`src/rtl/keypad_entry.sv`:
```
// 4x4 matrix keypad scanner: column scan, debounce on a divided tick,
// and a four-digit shift history for the display driver.
module keypad_entry #(
  parameter int unsigned SCAN_DIV       = 50000,
  parameter int unsigned DEBOUNCE_TICKS = 4
) (
  input  logic       Clock,
  input  logic       Reset,
  input  logic [3:0] row,
  output logic [3:0] col,
  output logic [3:0] HEX3,
  output logic [3:0] HEX2,
  output logic [3:0] HEX1,
  output logic [3:0] HEX0,
  output logic       Load,
  output logic [3:0] KeyCode
);

  localparam int unsigned DIV_W = $clog2(SCAN_DIV);
  localparam int unsigned CNT_W = $clog2(DEBOUNCE_TICKS + 1);

  typedef enum logic [1:0] {SCAN, DEBOUNCE, HELD, RELEASE} state_t;

  // Bit position of the single low bit in a one-cold pattern.
  function automatic logic [1:0] low_idx(input logic [3:0] v);
    logic [1:0] idx;
    idx = 2'd0;
    if (!v[0])      idx = 2'd0;
    else if (!v[1]) idx = 2'd1;
    else if (!v[2]) idx = 2'd2;
    else if (!v[3]) idx = 2'd3;
    return idx;
  endfunction

  function automatic logic single_low(input logic [3:0] v);
    logic [3:0] z;
    z = ~v;
    return (z != 4'd0) && ((z & (z - 4'd1)) == 4'd0);
  endfunction

  function automatic logic [3:0] key_code(input logic [1:0] r, input logic [1:0] c);
    logic [3:0] k;
    case ({r, c})
      4'd0:    k = 4'h1;
      4'd1:    k = 4'h2;
      4'd2:    k = 4'h3;
      4'd3:    k = 4'hA;
      4'd4:    k = 4'h4;
      4'd5:    k = 4'h5;
      4'd6:    k = 4'h6;
      4'd7:    k = 4'hB;
      4'd8:    k = 4'h7;
      4'd9:    k = 4'h8;
      4'd10:   k = 4'h9;
      4'd11:   k = 4'hC;
      4'd12:   k = 4'hE;
      4'd13:   k = 4'h0;
      4'd14:   k = 4'hF;
      default: k = 4'hD;
    endcase
    return k;
  endfunction

  logic [3:0]       sync1, srow;
  logic [DIV_W-1:0] div;
  logic             tick;

  state_t           state, state_d;
  logic [3:0]       col_d;
  logic [3:0]       pat, pat_d;
  logic [1:0]       ridx, ridx_d, cidx, cidx_d;
  logic [CNT_W-1:0] stab, stab_d, stab_inc;
  logic [3:0]       hex3_d, hex2_d, hex1_d, hex0_d, keycode_d;
  logic             load_d;
  logic [3:0]       col_rot, code;

  // Row synchronizer; idle level is all-high.
  always_ff @(posedge Clock or negedge Reset) begin
    if (!Reset) begin
      sync1 <= 4'hF;
      srow  <= 4'hF;
    end else begin
      sync1 <= row;
      srow  <= sync1;
    end
  end

  // Scan tick divider.
  always_ff @(posedge Clock or negedge Reset) begin
    if (!Reset)    div <= '0;
    else if (tick) div <= '0;
    else           div <= div + DIV_W'(1);
  end

  assign tick     = (div == DIV_W'(SCAN_DIV - 1));
  assign stab_inc = stab + CNT_W'(1);
  assign col_rot  = {col[2:0], col[3]};
  assign code     = key_code(ridx, cidx);

  // Next-state and next-output logic, evaluated only on scan ticks.
  always_comb begin
    state_d   = state;
    col_d     = col;
    pat_d     = pat;
    ridx_d    = ridx;
    cidx_d    = cidx;
    stab_d    = stab;
    hex3_d    = HEX3;
    hex2_d    = HEX2;
    hex1_d    = HEX1;
    hex0_d    = HEX0;
    keycode_d = KeyCode;
    load_d    = 1'b0;
    if (tick) begin
      case (state)
        SCAN: begin
          if (single_low(srow)) begin
            pat_d   = srow;
            ridx_d  = low_idx(srow);
            cidx_d  = low_idx(col);
            stab_d  = '0;
            state_d = DEBOUNCE;
          end else begin
            col_d = col_rot;
          end
        end
        DEBOUNCE: begin
          // A matching pattern is one-cold by construction, so multi-key never accepts.
          if (srow == pat) begin
            stab_d = stab_inc;
            if (stab_inc == CNT_W'(DEBOUNCE_TICKS)) begin
              state_d   = HELD;
              hex3_d    = HEX2;
              hex2_d    = HEX1;
              hex1_d    = HEX0;
              hex0_d    = code;
              keycode_d = code;
              load_d    = 1'b1;
            end
          end else begin
            state_d = SCAN;
            col_d   = col_rot;
          end
        end
        HELD: begin
          if (srow == 4'hF) begin
            stab_d  = '0;
            state_d = RELEASE;
          end
        end
        RELEASE: begin
          if (srow == 4'hF) begin
            stab_d = stab_inc;
            if (stab_inc == CNT_W'(DEBOUNCE_TICKS)) begin
              state_d = SCAN;
              col_d   = col_rot;
            end
          end else begin
            state_d = HELD;
          end
        end
        default: state_d = SCAN;
      endcase
    end
  end

  always_ff @(posedge Clock or negedge Reset) begin
    if (!Reset) begin
      state   <= SCAN;
      col     <= 4'b1110;
      pat     <= 4'hF;
      ridx    <= 2'd0;
      cidx    <= 2'd0;
      stab    <= '0;
      HEX3    <= 4'd0;
      HEX2    <= 4'd0;
      HEX1    <= 4'd0;
      HEX0    <= 4'd0;
      KeyCode <= 4'd0;
      Load    <= 1'b0;
    end else begin
      state   <= state_d;
      col     <= col_d;
      pat     <= pat_d;
      ridx    <= ridx_d;
      cidx    <= cidx_d;
      stab    <= stab_d;
      HEX3    <= hex3_d;
      HEX2    <= hex2_d;
      HEX1    <= hex1_d;
      HEX0    <= hex0_d;
      KeyCode <= keycode_d;
      Load    <= load_d;
    end
  end

endmodule

```
`config.mk`:
```
export PLATFORM = sky130hd
export DESIGN_NAME = keypad_entry
export DESIGN_NICKNAME = d
export VERILOG_FILES = /design/src/rtl/keypad_entry.sv
export SDC_FILE = /design/constraint.sdc
export NUM_CORES = 1
export LEC_CHECK = 0
export CORE_MARGIN = 2
export CORE_UTILIZATION = 26
export DETAILED_ROUTE_END_ITERATION = 7
export PLACE_DENSITY = 0.54
export SYNTH_ARGS = -nofsm -noshare
export SYNTH_HDL_FRONTEND = slang
export SYNTH_SLANG_ARGS = --single-unit
```
`constraint.sdc`:
```
create_clock -name Clock -period 2.75 [get_ports Clock]
set_input_delay 0.55 -clock Clock [delete_from_list [all_inputs] [get_ports Clock]]
set_output_delay 0.55 -clock Clock [all_outputs]
set_load 0.1 [all_outputs]
```
# Word level (Yosys, flattened, before mapping)
# Memory sizes are Yosys's and may differ from the RTL's. A register that Yosys moved wholly into a read port is not among the register bits.
# Cells that the tools add are included.
op_classes:
  reduce_logical: 11
  n_eq_ne: 16
  addsub: 3
  n_mux: 30
  bitwise: 2
op_table:
  columns: ["op", "n"]
  rows:
  - ["2-bit two-way mux", 14]
  - ["16-bit by 1-bit adder with 16-bit output, second input constant", 1]
  - ["16-bit == test, second input constant", 1]
  - ["16-bit two-way mux", 1]
  - ["4-bit two-way mux", 4]
  - ["2-bit inequality test, second input constant", 7]
  - ["3-bit two-way mux", 4]
  - ["3-bit one-hot mux with 4 select lines", 1]
  - ["4-bit one-hot mux with 3 select lines", 1]
  - ["5-bit AND reduction", 2]
  - ["2-bit one-hot mux with 4 select lines", 1]
  - ["3-bit inequality test, second input constant", 2]
  - ["6-bit AND reduction", 1]
  - ["4-bit bitwise AND", 1]
  - ["2-bit == test, second input constant", 2]
  - ["4-bit == test", 1]
  - ["4-bit == test, second input constant", 1]
  - ["4-bit zero test", 1]
  - ["1-bit two-way mux", 4]
  - ["4-bit NOT", 1]
  - ["4-bit AND reduction", 1]
  - ["4-bit nonzero test", 1]
  - ["4-bit by 1-bit subtractor with 4-bit output, second input constant", 1]
  - ["3-bit by 1-bit adder with 3-bit output, second input constant", 1]
  - ["other kinds (7)", 7]
word_totals:
  elab_cells: 76
  out_inout_bits: 25
  rom_bits: 64
  mem_count: 1
  ff_bits: 54
  inputBits: 6
memory_table:
  columns: ["memory", "depth", "word_bits", "rd", "rd_ports_with_merged_regs", "wr", "line", "rtl"]
  rows:
  - ["(name not given)", 16, 4, 1, 1, 0, "43", "case ({r, c})"]

# Logic depth before layout (Yosys ltp)
# Gate-level depths: netlist (run 1).
depth:
  ltp_word: 7
  ltp_mapped: 7
  ltp_nobuf: 6

# Worst setup path before layout (run 1)
# Ideal clock, no wire load.
synth_timing:
  path_kind: "register -> register"
  from: "register srow[1]"
  to: "register KeyCode[1]"
  synth_period_minus_slack_ps: 2068
  setup_ps: 126
  arrival_ps: 1942
  n_path_buf: 2
  stages_incl_launch_ff: 8
  path_slack_ps: 682
  path_cell_list: "dfstp_2 buf_2 xor2_1 nor4_1 nand2_2 nor2_4 buf_12 mux2_4"
synth_between:
  elab_chain_len: 2
synth_rtl:
  columns: ["element", "line", "rtl"]
  rows:
  - ["from (decl)", "64", "logic [3:0] sync1, srow;"]
  - ["from (signal assigned)", "84", "srow <= sync1;"]
  - ["4-bit == test", "129", "if (srow == pat) begin"]
  - ["4-bit AND reduction (no line)", null, null]
  - ["to (signal assigned)", "192", "KeyCode <= keycode_d;"]
  - ["to (decl)", "16", "output logic [3:0] KeyCode"]
# Every way passes these cells.
# A chain may end at the register's enable or synchronous reset.

# Final worst setup path (run 1)
layout_timing:
  from: "register srow[1]"
  to: "register HEX3[3]"
layout_between:
  elab_chain_len: 2
layout_rtl:
  columns: ["element", "line", "rtl"]
  rows:
  - ["4-bit == test", "129", null]
  - ["4-bit AND reduction (no line)", null, null]
  - ["to (signal assigned)", "175", "HEX3 <= 4'd0;"]
  - ["to (signal assigned)", "188", "HEX3 <= hex3_d;"]
  - ["to (decl)", "11", "output logic [3:0] HEX3,"]
# Every way passes these cells.

==> impl_metrics.sql, run 1 <==
INSERT INTO impl_metrics (metric_group, metric, value, unit) VALUES
('worst_hold_path', 'worst_hold_path_type', 'in2async', ''),
('detailed_routing', 'avgViaCountPerCell', '4.33', ''),
('clock_tree', 'cts.sink_count', '58', ''),
('grt', 'grt.met3_usage', '3.44', '%'),
('clock_tree', 'cts_tree', 'built', ''),
('floorplanning', 'fp.dieW', '108', 'um'),
('grt', 'grt_util_met2', '13.8', '%'),
('clock_tree', 'post_cts_buffers', '0', ''),
('timing', 'setup_viol_count_final', '0', ''),
('detailed_routing', 'ant_nets', '0', ''),
('floorplanning', 'pin_count', '31', ''),
('timing', 'layout_worst_path_cycle_share', '80.7', '%'),
('yosys', 'netlist_area', '2840', 'sq um'),
('yosys', 'yosys-mux-area-fraction', '12.3', '%'),
('detailed_routing', 'routed-via-count', '1780', ''),
('yosys', 'postSynthCellCount', '234', ''),
('detailed_routing', 'drt_pass1_iterations', '4', ''),
('clock_tree', 'h-tree-depth', '3', ''),
('power', 'seqPwrFrac', '52.2', '%'),
('worst_setup_path', 'worstPathMaxFanout', '16', ''),
('worst_setup_path', 'critPathSlowestCell', 'dfstp_2', ''),
('grt', 'grt_start_max_net_pins', '35', ''),
('power', 'share_of_total_power_consumed_by_net_switching', '22.5', '%'),
('detailed_routing', 'detailedRoute.firstIterationViolations', '78', ''),
('yosys', 'synth_top_cell_area_share', '37.9', '%'),
('power', 'pwr-share-comb', '2.2', '%'),
('power', 'clock_power_share', '45.6', '%'),
('timing', 'final_max_slew_viol_count', '0', ''),
('detailed_routing', 'wire_per_inst', '11.9', 'um'),
('grt', 'grt_first_pass_wirelength', '8450', 'um'),
('floorplanning', 'fp.dieArea', '11800', 'sq um'),
('power', 'intPower', '0.00129', 'W'),
('worst_setup_path', 'cp-end-kind', 'flop', ''),
('worst_setup_path', 'startpoint_type', 'flop', ''),
('run_status', 'outcome', 'completed', ''),
('power', 'switchingPower', '0.000376', 'W'),
('worst_setup_path', 'worst-endpoint-required', '2.98', 'ns'),
('timing', 'max_slew_margin', '58.3', '%'),
('yosys', 'synth_compound_gate_area_share', '5.69', '%'),
('yosys', 'synthTopCellsByArea', 'dfrtp_1 38%, dfstp_2 14%, mux2_4 5.3%', ''),
('yosys', 'synth_adder_area_share', '3.53', '%'),
('finish', 'antenna_cells', '0', ''),
('clock_tree', 'longest_clk_path_bufs', '2', ''),
('grt', 'gr-usage-met1', '12.0', '%'),
('place', 'routabilityCongestion', '0.737', ''),
('clock_tree', 'cts_root_buf', 'clkbuf_8', ''),
('yosys', 'syn_area_per_cell', '12.1', 'sq um'),
('timing', 'worst_slew_pin_slew', '0.626', 'ns'),
('timing', 'highest_clock_rate', '451', 'MHz'),
('place', 'placed_cells', '395', ''),
('yosys', 'synthXorXnorAreaFrac', '5.56', '%'),
('timing', 'fin_worst_skew', '0.0149', 'ns'),
('grt', 'antenna_found_initial', '0', ''),
('timing', 'finalHoldViolations', '0', ''),
('grt', 'remaining_global_route_overflow', '0', ''),
('clock_tree', 'clk_pin_slew', '0.07', 'ns'),
('floorplanning', 'rows', '38', ''),
('floorplanning', 'initial_utilization', '26.4', '%'),
('finish', 'nFillCells', '1125', ''),
('yosys', 'yosys_most_used_dff', 'dfrtp_1', ''),
('yosys', 'syn_nets', '248', ''),
('worst_setup_path', 'critical_path.cell_chain', 'xor2_1 > nor4_1 > nand2_2 > nor2_4 > buf_4 > mux2_2', ''),
('power', 'powerDensity', '494', 'nW/um^2'),
('finish', 'final_layout_size_suffix_gt1_share', '35.1', '%'),
('finish', 'design.final.nets', '280', ''),
('yosys', 'synth.ff_latch_count', '58', ''),
('yosys', 'synth-seq-area-share', '51.8', '%'),
('clock_tree', 'worst_skew_pair.late_latency', '0.34', 'ns'),
('detailed_routing', 'drcViolationCount', '0', ''),
('clock_tree', 'ctsHoldBuffers', '0', ''),
('worst_setup_path', 'setup.worst_path.class', 'reg2reg', '');
-- registers in the layout, summed over array words and instances (netlist names) --
signal / cells
sync1: 4
cidx: 2
pat: 4
HEX3: 4
HEX1: 4
HEX2: 4
srow: 4
stab: 3
Load: 1
div: 16
col: 4
state: 2
KeyCode: 4
ridx: 2
-- area by class of cell --
| cell class | count | area, sq um | share of cell area (%) |
|---|---|---|---|
| Sequential cell | 58 | 1470 | 43.5 |
| Multi-Input combinational cell | 155 | 1240 | 36.6 |
| Timing Repair Buffer | 33 | 268 | 7.93 |
| Tap cell | 140 | 175 | 5.19 |
| Clock buffer | 9 | 124 | 3.67 |
| Clock inverter | 7 | 70.1 | 2.07 |
| Inverter | 9 | 33.8 | 1.00 |
-- cells in the final DEF, fill, tap and decap left out, drive strengths merged, types with 8 or more instances in the layout --
cell / instances
mux2: 24
dfrtp: 43
ha: 8
buf: 29
o21ai: 17
nand3: 10
xor2: 11
nand2: 24
inv: 9
dfstp: 15
clkbuf: 9
nor2: 14
-- per-stage QoR --
stage               power [W]  util, %  setup WS, ns  instance area (sq um)  hold WS (ns)
floorplan            0.000896        -         0.682                   2840         0.254
CTS                   0.00171     31.4         0.523                   3380         0.243
finish                0.00167     31.4         0.531                   3380         0.235
detailed placement   0.000926     29.6         0.527                   3180         0.347
global placement     0.000926     29.6         0.563                   3180         0.346
global route          0.00176     31.4         0.348                   3380         0.257
-- routing by layer --
| layer | up-vias | share of wire, % |
|---|---|---|
| met5 | - | 0 |
| met4 | 0 | 1.5 |
| met3 | 7 | 4.2 |
| met2 | 31 | 47 |
| met1 | 865 | 48 |
| li1 | 877 | - |
-- path summary, 6_finish.rpt --
kind	start	end	slack, ns	cells past startpoint
min	Reset	div[7]	0.23	1
max reg2reg	srow[1]	HEX3[3]	0.53	6
max	srow[1]	HEX3[3]	0.53	6
min in group Clock	sync1[0]	srow[0]	0.36	0
min reg2reg	sync1[0]	srow[0]	0.36	0
max in group asynchronous	Reset	col[2]	1.87	2
-- logic make-up (layout without fill, tap and decap cells) --
kind of cell             after synthesis  count (layout)
multiplexers                          27              27
AND/OR/NAND/NOR                       75              75
XOR/XNOR                              18              18
flip-flops                            58              58
AO/OA/AOI/OAI                         27              27
adder cells (fa/ha/maj)                8               8
buffers and inverters                 21              58
-- worst max-delay path: cells and delay by family, from the launching register on --
family	cells	cell delay [ns]
AND/OR/NAND/NOR	3	0.77
buffers and inverters	1	0.27
XOR/XNOR	1	0.11
multiplexers	1	0.36
flip-flops	1	0.61
-- power groups by stage --
stage	Clock (W)	Combinational (W)	Sequential (W)
after floorplan	0	0.0000132	0.000882
after global placement	0	0.0000394	0.000886
after detailed placement	0	0.0000392	0.000886
after CTS	0.000795	0.0000394	0.000871
after global routing	0.000844	0.0000433	0.000872
final	0.000761	0.0000372	0.000871
Note: power is estimated with default switching activity, not from simulation.
==> run 2: changes to the inputs <==
clock period = 2.1 ns   (was 2.75 ns; I/O delays follow)
==> run 2 against run 1 <==
Against the previous run: global-route usage hardly changed; first-iteration DRC count is 32% lower; sequential power is 31% higher; design area is 4.5% higher; die area stayed put; sequential cell count stayed put; critical path type unchanged.
==> impl_metrics.sql, run 2 (synthesis results as in run 1) <==
INSERT INTO impl_metrics (metric_group, metric, value, unit) VALUES
('worst_setup_path', 'startpoint_type', 'flop', ''),
('worst_setup_path', 'worst-endpoint-required', '2.33', 'ns'),
('detailed_routing', 'drcViolationCount', '0', ''),
('power', 'powerDensity', '655', 'nW/um^2'),
('clock_tree', 'cts.sink_count', '58', ''),
('clock_tree', 'cts_root_buf', 'clkbuf_8', ''),
('finish', 'fin_util', '32.9', '%'),
('floorplanning', 'fp.dieArea', '11800', 'sq um'),
('timing', 'layout_worst_path_cycle_share', '95.0', '%'),
('floorplanning', 'fp.dieH', '108', 'um'),
('worst_setup_path', 'cp-end-kind', 'flop', ''),
('timing', 'fin_worst_skew', '0.00995', 'ns'),
('finish', 'design.final.nets', '289', ''),
('place', 'hpwl', '3460', 'um'),
('power', 'switchingPower', '0.000497', 'W'),
('clock_tree', 'cts_buffers', '9', ''),
('worst_hold_path', 'worst_hold_path_type', 'in2async', ''),
('timing', 'rsz_0062_raised_after_global_routing', 'false', ''),
('power', 'share_of_total_power_consumed_by_net_switching', '21.5', '%'),
('grt', 'grt_pass1_vias', '1801', ''),
('timing', 'fin_setup_tns', '0', 'ns'),
('clock_tree', 'h-tree-depth', '3', ''),
('clock_tree', 'clk_pin_slew', '0.07', 'ns'),
('detailed_routing', 'ant_nets', '0', ''),
('detailed_routing', 'routed-via-count', '1857', ''),
('finish', 'final_layout_size_suffix_gt1_share', '37.9', '%'),
('timing', 'period_minus_slack', '1.99', 'ns'),
('detailed_routing', 'avgViaCountPerCell', '4.42', ''),
('timing', 'max_slew_margin', '64.8', '%'),
('clock_tree', 'ctsHoldBuffers', '0', ''),
('grt', 'grt_start_max_net_pins', '59', ''),
('finish', 'area_added_between_synthesis_and_finish', '24.4', '%'),
('worst_setup_path', 'setup.worst_path.class', 'reg2reg', ''),
('floorplanning', 'initial_utilization', '26.4', '%'),
('run_status', 'outcome', 'completed', ''),
('finish', 'antenna_cells', '0', ''),
('power', 'pwr-share-comb', '2.4', '%'),
('power', 'clock_power_share', '48.5', '%'),
('clock_tree', 'longest_clk_path_bufs', '2', ''),
('grt', 'groute.usage.overall', '9.39', '%'),
('detailed_routing', 'detailedRoute.firstIterationViolations', '53', ''),
('flow_run', 'cap_viol_max_count', '0', ''),
('place', 'portBuffers', '30', ''),
('grt', 'antenna_found_initial', '0', ''),
('timing', 'highest_clock_rate', '501', 'MHz'),
('grt', 'grt_first_pass_wirelength', '8450', 'um'),
('power', 'ir_drop', '0.310', 'mV'),
('clock_tree', 'cts_tree', 'built', ''),
('finish', 'finalInstanceArea', '3530', 'sq um'),
('finish', 'area.sequential', '1470', 'sq um'),
('finish', 'post_layout_nonfiller_instances', '420', ''),
('finish', 'max_reg_flops', '16', ''),
('timing', 'setup_viol_count_final', '0', ''),
('place', 'placed_cells', '404', ''),
('worst_setup_path', 'worstPathMaxFanout', '16', ''),
('timing', 'finalHoldViolations', '0', ''),
('power', 'static_leakage', '1.62', 'nW'),
('finish', 'layout.cells.most_common', 'dfrtp_1', ''),
('floorplanning', 'pin_count', '31', ''),
('finish', 'regMostFlops', 'div', ''),
('timing', 'final_max_slew_viol_count', '0', ''),
('grt', 'remaining_global_route_overflow', '0', ''),
('detailed_routing', 'wire_per_inst', '11.8', 'um'),
('detailed_routing', 'routed_wirelength', '4950', 'um'),
('worst_setup_path', 'worst-endpoint-arrival', '2.22', 'ns'),
('finish', 'multiInputGateArea', '1250', 'sq um'),
('floorplanning', 'rows', '38', ''),
('floorplanning', 'fp.dieW', '108', 'um'),
('place', 'placedInstanceArea', '3300', 'sq um'),
('clock_tree', 'worst_skew_pair.late_latency', '0.34', 'ns'),
('floorplanning', 'core_ar', '10700', 'sq um'),
('finish', 'layout.cells.most_common_list', '43 x dfrtp_1, 32 x buf_4, 22 x nand2_1', ''),
('power', 'intPower', '0.00182', 'W'),
('finish', 'nFillCells', '1123', ''),
('place', 'routabilityCongestion', '0.768', ''),
('timing', 'worst_slew_pin_slew', '0.523', 'ns'),
('power', 'seqPwrFrac', '49.2', '%'),
('detailed_routing', 'drt_pass1_iterations', '4', '');
## run 2: worst max-delay path, cell delays in order, from the launching register on
cell and delay, ns:
dfrtp_1 0.42, or4b_4 0.56, nor4_4 0.18, nand2_2 0.10
nor2_4 0.11, buf_12 0.17, mux2_2 0.34
## run 2: per-layer routing
metal  track usage (%)  wire, um
met5                 0         0
met4              4.49        99
met3              3.56       225
met2              14.5      2370
met1              11.6      2250
## run 2: path summary, 6_finish.rpt
kind	start	end	slack, ns	cells after the start
min in group Clock	sync1[0]	srow[0]	0.36	0
worst min register to register	sync1[0]	srow[0]	0.36	0
worst max-delay path	div[13]	KeyCode[3]	0.11	6
max in group asynchronous	Reset	col[3]	1.73	2
worst max register to register	div[13]	KeyCode[3]	0.11	6
worst min-delay path	Reset	stab[1]	0.07	2
## run 2: power by group through the flow
stage | combinational [W] | sequential (W) | clock [W]
after floorplan | 0.0000173 | 0.00116 | 0
after global placement | 0.0000569 | 0.00116 | 0
after detailed placement | 0.0000565 | 0.00116 | 0
after CTS | 0.0000568 | 0.00114 | 0.00116
after global routing | 0.0000641 | 0.00114 | 0.00121
final | 0.0000550 | 0.00114 | 0.00112
## run 2: repair_timing
action / 4_1_cts / 5_1_grt
endpoints found under the setup margin: 0 / 24
hold endpoints to repair: 0 / 0
gates resized for setup: 0 / 3
buffers inserted: 0 / 0
## run 2: cell type report
cell class                 instances  area share [%]
tap                              140            4.96
timing repair buffer              42            10.9
multi-input combinational        155            35.4
clock buffer                       9            3.51
clock inverter                     7            2.66
inverter                           9           0.957
sequential                        58            41.6
## run 2: per-stage QoR
step                total power (W)  worst slack, ns  hold WS [ns]
floorplan                   0.00117           0.0317         0.124
global placement            0.00121           0.0718         0.346
detailed placement          0.00121           0.0536         0.347
CTS                         0.00236           0.0476        0.0759
global route                0.00241          0.00913         0.104
finish                      0.00231            0.106        0.0696
==> run 3: changes to the inputs <==
SLEW_MARGIN = 30   (was unset)
==> results of run 3 <==
No change in the layout: final DEF, timing and power equal those of run 2.
